[src/rtl/pipelined_add_sub_pkg.sv]
// Shared definitions for the pipelined ALU adder/subtractor:
// operation encodings, ALU status-register flag positions and the
// full-adder cell that every segment carry chain is built from.
package pipelined_add_sub_pkg;

  typedef enum logic [1:0] {
    OP_ADD = 2'b00,  // a + b
    OP_SUB = 2'b01,  // a - b
    OP_ADC = 2'b10,  // a + b + cin
    OP_SBC = 2'b11   // a + ~b + cin
  } op_e;

  // Bit positions of the NZCV flags inside the ALU status nibble.
  localparam int FLAG_V = 0;
  localparam int FLAG_C = 1;
  localparam int FLAG_Z = 2;
  localparam int FLAG_N = 3;

  // One full-adder cell: returns {carry_out, sum}.
  function automatic logic [1:0] fa_cell(input logic x, input logic y, input logic ci);
    return {(x & y) | (x & ci) | (y & ci), x ^ y ^ ci};
  endfunction

endpackage

[src/rtl/pipelined_add_sub_stage.sv]
// One pipeline stage of the segmented adder. Resolves segment IDX of
// a + b_eff + carry_in with a chain of FA cells, then registers the
// partial sum, the segment carry-out and the operands that later
// stages still need. Everything advances only when adv_i is high; the
// data registers load only for real operations so bubbles leave the
// last result untouched.
module pipelined_add_sub_stage
  import pipelined_add_sub_pkg::*;
#(
  parameter int WIDTH     = 32,
  parameter int SEG_WIDTH = 8,
  parameter int IDX       = 0
) (
  input  logic             clk,
  input  logic             rst_n,
  input  logic             adv_i,
  input  logic             valid_i,
  input  logic             carry_i,
  input  logic [WIDTH-1:0] a_i,
  input  logic [WIDTH-1:0] b_i,
  input  logic [WIDTH-1:0] sum_i,
  output logic             valid_o,
  output logic             carry_o,
  output logic [WIDTH-1:0] a_o,
  output logic [WIDTH-1:0] b_o,
  output logic [WIDTH-1:0] sum_o
);

  localparam int LO = IDX * SEG_WIDTH;

  logic [SEG_WIDTH:0]   chain;
  logic [SEG_WIDTH-1:0] seg_sum;
  logic [WIDTH-1:0]     seg_merged;
  logic                 seg_carry;

  logic             valid_q, valid_d;
  logic             carry_q, carry_d;
  logic [WIDTH-1:0] a_q, a_d;
  logic [WIDTH-1:0] b_q, b_d;
  logic [WIDTH-1:0] sum_q, sum_d;

  // Ripple this segment through the FA cells and splice it into the skewed sum.
  always_comb begin
    chain      = '0;
    seg_sum    = '0;
    chain[0]   = carry_i;
    for (int i = 0; i < SEG_WIDTH; i++) begin
      {chain[i+1], seg_sum[i]} = fa_cell(a_i[LO+i], b_i[LO+i], chain[i]);
    end
    seg_merged                   = sum_i;
    seg_merged[LO +: SEG_WIDTH]  = seg_sum;
    seg_carry                    = chain[SEG_WIDTH];
  end

  // Next-state: valid follows the pipe on advance, data loads only for real ops.
  always_comb begin
    valid_d = valid_q;
    carry_d = carry_q;
    a_d     = a_q;
    b_d     = b_q;
    sum_d   = sum_q;
    if (adv_i) begin
      valid_d = valid_i;
      if (valid_i) begin
        carry_d = seg_carry;
        a_d     = a_i;
        b_d     = b_i;
        sum_d   = seg_merged;
      end
    end
  end

  // Stage registers with synchronous active-low reset.
  always_ff @(posedge clk) begin
    if (!rst_n) begin
      valid_q <= 1'b0;
      carry_q <= 1'b0;
      a_q     <= '0;
      b_q     <= '0;
      sum_q   <= '0;
    end else begin
      valid_q <= valid_d;
      carry_q <= carry_d;
      a_q     <= a_d;
      b_q     <= b_d;
      sum_q   <= sum_d;
    end
  end

  assign valid_o = valid_q;
  assign carry_o = carry_q;
  assign a_o     = a_q;
  assign b_o     = b_q;
  assign sum_o   = sum_q;

endmodule

[src/rtl/pipelined_add_sub.sv]
// Pipelined two's-complement add/sub for the ALU datapath. The carry
// chain is cut into SEG_WIDTH-bit segments with one register stage per
// segment, so one operation is accepted per clock and its result with
// NZCV flags appears STAGES-1 edges after the accepting edge.
//
// Handshake: a transfer happens on a rising edge where valid && ready
// are both high. The producer holds valid and its data until accepted.
// The whole pipe advances together whenever the output slot is empty
// or being drained (adv), so in_ready is simply adv and result/flags
// stay frozen while out_valid is high and out_ready is low.
module pipelined_add_sub
  import pipelined_add_sub_pkg::*;
#(
  parameter int WIDTH     = 32,
  parameter int SEG_WIDTH = 8
) (
  input  logic             clk,
  input  logic             rst_n,
  input  logic             in_valid,
  output logic             in_ready,
  input  logic [1:0]       op,
  input  logic [WIDTH-1:0] a,
  input  logic [WIDTH-1:0] b,
  input  logic             cin,
  output logic             out_valid,
  input  logic             out_ready,
  output logic [WIDTH-1:0] result,
  output logic             flag_n,
  output logic             flag_z,
  output logic             flag_c,
  output logic             flag_v
);

  localparam int STAGES = WIDTH / SEG_WIDTH;
  localparam int MSB    = WIDTH - 1;

  generate
    if ((WIDTH % SEG_WIDTH) != 0 || STAGES < 1) begin : g_bad_width
      $error("pipelined_add_sub: WIDTH must be a non-zero multiple of SEG_WIDTH");
    end
  endgenerate

  logic             adv;
  logic [WIDTH-1:0] b_eff;
  logic             c0;

  logic             valid_w [STAGES+1];
  logic             carry_w [STAGES+1];
  logic [WIDTH-1:0] a_w     [STAGES+1];
  logic [WIDTH-1:0] b_w     [STAGES+1];
  logic [WIDTH-1:0] sum_w   [STAGES+1];

  logic             loaded_q, loaded_d;
  logic [3:0]       flags;

  assign adv      = !out_valid || out_ready;
  assign in_ready = adv;

  // Operand prep: invert b for subtract forms and pick the initial carry.
  always_comb begin
    b_eff = op[0] ? ~b : b;
    c0    = cin;
    case (op_e'(op))
      OP_ADD:  c0 = 1'b0;
      OP_SUB:  c0 = 1'b1;
      default: c0 = cin;
    endcase
  end

  assign valid_w[0] = in_valid;
  assign carry_w[0] = c0;
  assign a_w[0]     = a;
  assign b_w[0]     = b_eff;
  assign sum_w[0]   = '0;

  generate
    for (genvar k = 0; k < STAGES; k++) begin : g_stage
      pipelined_add_sub_stage #(
        .WIDTH     (WIDTH),
        .SEG_WIDTH (SEG_WIDTH),
        .IDX       (k)
      ) u_stage (
        .clk     (clk),
        .rst_n   (rst_n),
        .adv_i   (adv),
        .valid_i (valid_w[k]),
        .carry_i (carry_w[k]),
        .a_i     (a_w[k]),
        .b_i     (b_w[k]),
        .sum_i   (sum_w[k]),
        .valid_o (valid_w[k+1]),
        .carry_o (carry_w[k+1]),
        .a_o     (a_w[k+1]),
        .b_o     (b_w[k+1]),
        .sum_o   (sum_w[k+1])
      );
    end
  endgenerate

  // Z is suppressed until a real result has reached the output, so the
  // flags read all-zero straight out of reset.
  assign loaded_d = loaded_q | (adv & valid_w[STAGES-1]);

  // Remembers that the last stage has held at least one real result.
  always_ff @(posedge clk) begin
    if (!rst_n) begin
      loaded_q <= 1'b0;
    end else begin
      loaded_q <= loaded_d;
    end
  end

  // NZCV from the registered last stage; they move only when result does.
  always_comb begin
    flags         = '0;
    flags[FLAG_N] = sum_w[STAGES][MSB];
    flags[FLAG_Z] = loaded_q && (sum_w[STAGES] == '0);
    flags[FLAG_C] = carry_w[STAGES];
    flags[FLAG_V] = (a_w[STAGES][MSB] == b_w[STAGES][MSB]) &&
                    (sum_w[STAGES][MSB] != a_w[STAGES][MSB]);
  end

  assign out_valid = valid_w[STAGES];
  assign result    = sum_w[STAGES];
  assign flag_n    = flags[FLAG_N];
  assign flag_z    = flags[FLAG_Z];
  assign flag_c    = flags[FLAG_C];
  assign flag_v    = flags[FLAG_V];

endmodule

[config.mk]
export PLATFORM = sky130hd
export DESIGN_NAME = pipelined_add_sub
export DESIGN_NICKNAME = d
export VERILOG_FILES = /design/src/rtl/pipelined_add_sub_pkg.sv /design/src/rtl/pipelined_add_sub_stage.sv /design/src/rtl/pipelined_add_sub.sv
export SDC_FILE = /design/constraint.sdc
export NUM_CORES = 1
export LEC_CHECK = 0
export ABC_AREA = 1
export BUFFER_PORTS_ARGS = -buffer_cell sky130_fd_sc_hd__buf_2
export CAP_MARGIN = 10
export CORE_ASPECT_RATIO = 1.1
export CORE_MARGIN = 1
export CORE_UTILIZATION = 53
export DETAILED_ROUTE_END_ITERATION = 12
export PLACE_DENSITY = 0.72
export SLEW_MARGIN = 25
export SYNTH_ARGS = -nofsm -noshare
export SYNTH_HDL_FRONTEND = slang
export SYNTH_HIERARCHICAL = 1
export SYNTH_SLANG_ARGS = --single-unit
[constraint.sdc]
create_clock -name clk -period 5.4 [get_ports clk]
set_clock_uncertainty 0.05 [all_clocks]
set_input_delay 1.08 -clock clk [delete_from_list [all_inputs] [get_ports clk]]
set_output_delay 1.08 -clock clk [all_outputs]
set_load 0.005 [all_outputs]
==> metrics.txt <==
share of cells above drive strength 1 10.6%; Core Region 0.0166 sq mm; Layout fillers 1624; total CTS buffers 17; DRT iter0 DRCs 403; Hold Buf Count CTS 0; Die Height 140 um; count of clock tree sinks 187; unrepaired setup endpoints after global routing no; Slew Viols, Final 0; Rel. slew slack 37.1%; largest net degree at the start of global routing approximately 150; type of origin of the critical path primary input; CP Cell Sequence buf_2 > mux2_2 > inv_1 > fa_1 > inv_1 > fa_1 > fa_1 > fa_1 > fa_1 > fa_1 > fa_1 > inv_1 > fa_1 > nand3_1 > nand2_1 > nor2_1; pre-CTS setup slack 0.324 ns; routed wire length 16.6 mm; Leak 0.00555 uW; mapped cell area 0.00911 sq mm; final net count between 1000 and 1500; first-pass GRT wire length 27.9 mm; Layout area overhead 8.67%; final worst slack 0.770 ns; HPWL Detailed 10.1 mm; CP endpoint kind register; Crit path largest cell delay just over 0.4 ns; Slowest-stage cell, CP fa_1; DRC viols 0; Worst Path Max Fanout 8; Vias/cell 4.33; WP buf/inv 4; Synth Instances 1333; Max IR drop VDD 0.000212 V; die area between 0.015 and 0.02 sq mm; GRT Resource Usage Total between 15 and 20%; Die Span X 127 um; Root Buffer clkbuf_16; Fin. Hold Viols 0; Worst-path clk slew 0.07 ns; Ports roughly 110; clk_lat worst skew about 0.43 ns; HP Class reg -> reg; post-CTS sizing 0; DR WL/cell 10.5 um; First-pass DRT Iterations 5; PortBufs 108; Clock Path Buffers 2; CP required 5.71 ns; via count about 6800; CTS tree built; synthesis warning total 6; minimum clock period 4.63 ns; antenna violations before repair 0; # Max-Cap Violations 0; outcome finished clean; Max H-tree Level 4; Initial Utilization ~55%; fmax 216 MHz; syn nets roughly 1400; power per standard cell area 323 mW/mm^2; n_diodes 0; Post-CTS Setup Bufs 0; routability cong. 0.770; CP Class in -> reg; Mapped Avg Cell Area 6.84 sq um; Slew @ Worst Pin 0.944 ns; vias in the first global route 6007; CP arrival 4.94 ns; setup TNS 0 ns; cell repeated most along the worst path fa_1; GR Overflow Total 0; CP top delay family adder cells; # setup viols final 0; fin util 59.8%; num rows 49; Antenna Nets Post-Route 0; Period Utilization, post-route 85.7%
## cell type report
cell class                      instances  area (sq um)  share of cell area (%)
Multi-Input combinational cell        842          3940                    39.8
Sequential cell                       187          3740                    37.8
Inverter                              205           769                    7.77
Timing Repair Buffer                  111           572                    5.78
Clock buffer                           22           484                    4.89
Tap cell                              204           255                    2.58
Clock inverter                          9           134                    1.35
## power breakdown
part | switching (uW) | internal [uW]
clock | 518 | 778
sequential | 55.3 | 1470
combinational | 227 | 153
## tightest hold or removal path, stage by stage (launching register included)
cell,delay [ns]
dfxtp_1,0.30
inv_1,0.05
a21boi_0,0.07
## through the flow
step / power (uW) / hold slack, ns / instances / area [sq um]
final: 3200 / 0.426 / 1580 / 9900
after global routing: 3360 / 0.453 / 1580 / 9900
after CTS: 3230 / 0.425 / 1580 / 9890
after detailed placement: 1930 / 0.415 / 1549 / 9270
after global placement: 1930 / 0.409 / 1549 / 9270
after floorplan: 1850 / 0.384 / 1333 / 9110
## per-layer routing
| metal | up-vias | share of wire, % | global-route usage, % |
|---|---|---|---|
| li1 | 3825 | - | - |
| met5 | - | 0 | 0 |
| met1 | 2879 | 53 | 29.1 |
| met2 | 122 | 42 | 28.1 |
| met4 | 0 | 1.4 | 6.20 |
| met3 | 16 | 3.6 | 4.11 |
## flip-flops by register name (all words and copies together) (netlist names)
register / cells
g_stage.u_stage/sum_o: 80
loaded_q: 1
g_stage.u_stage/a_o: 49
g_stage.u_stage/b_o: 49
g_stage.u_stage/valid_o: 4
g_stage.u_stage/carry_o: 4
## cell usage in the layout, fill, tap and decap left out
cell type / n
fa_1: 32
nand3_1: 13
clkbuf_16: 17
xor2_1: 32
inv_1: 205
mux2_2: 1
a21boi_1: 4
clkinv_2: 2
clkbuf_8: 5
buf_2: 107
buf_4: 3
dfxtp_1: 187
bufinv_16: 3
nand2_8: 1
or2_0: 1
nand2_1: 367
nor3_1: 1
a21boi_0: 1
clkinvlp_4: 1
clkinv_4: 1
inv_6: 2
nand2_4: 3
a21oi_1: 13
clkbuf_1: 1
nor2_1: 373
## path summary, 6_finish.rpt
kind / from / to / slack (ns) / depth (start not counted)
worst max register to register: g_stage[2].u_stage/a_o[24]$_SDFFE_PN0P_ / g_stage[3].u_stage/sum_o[31]$_SDFFE_PN0P_ / 1.61 / 14
worst max-delay path: op[0] / g_stage[0].u_stage/sum_o[7]$_SDFFE_PN0P_ / 0.77 / 16
worst min register to register: loaded_q$_SDFF_PN0_ / loaded_q$_SDFF_PN0_ / 0.43 / 2
worst min-delay path: loaded_q$_SDFF_PN0_ / loaded_q$_SDFF_PN0_ / 0.43 / 2
No activity file was read; power rests on OpenSTA's default activity.
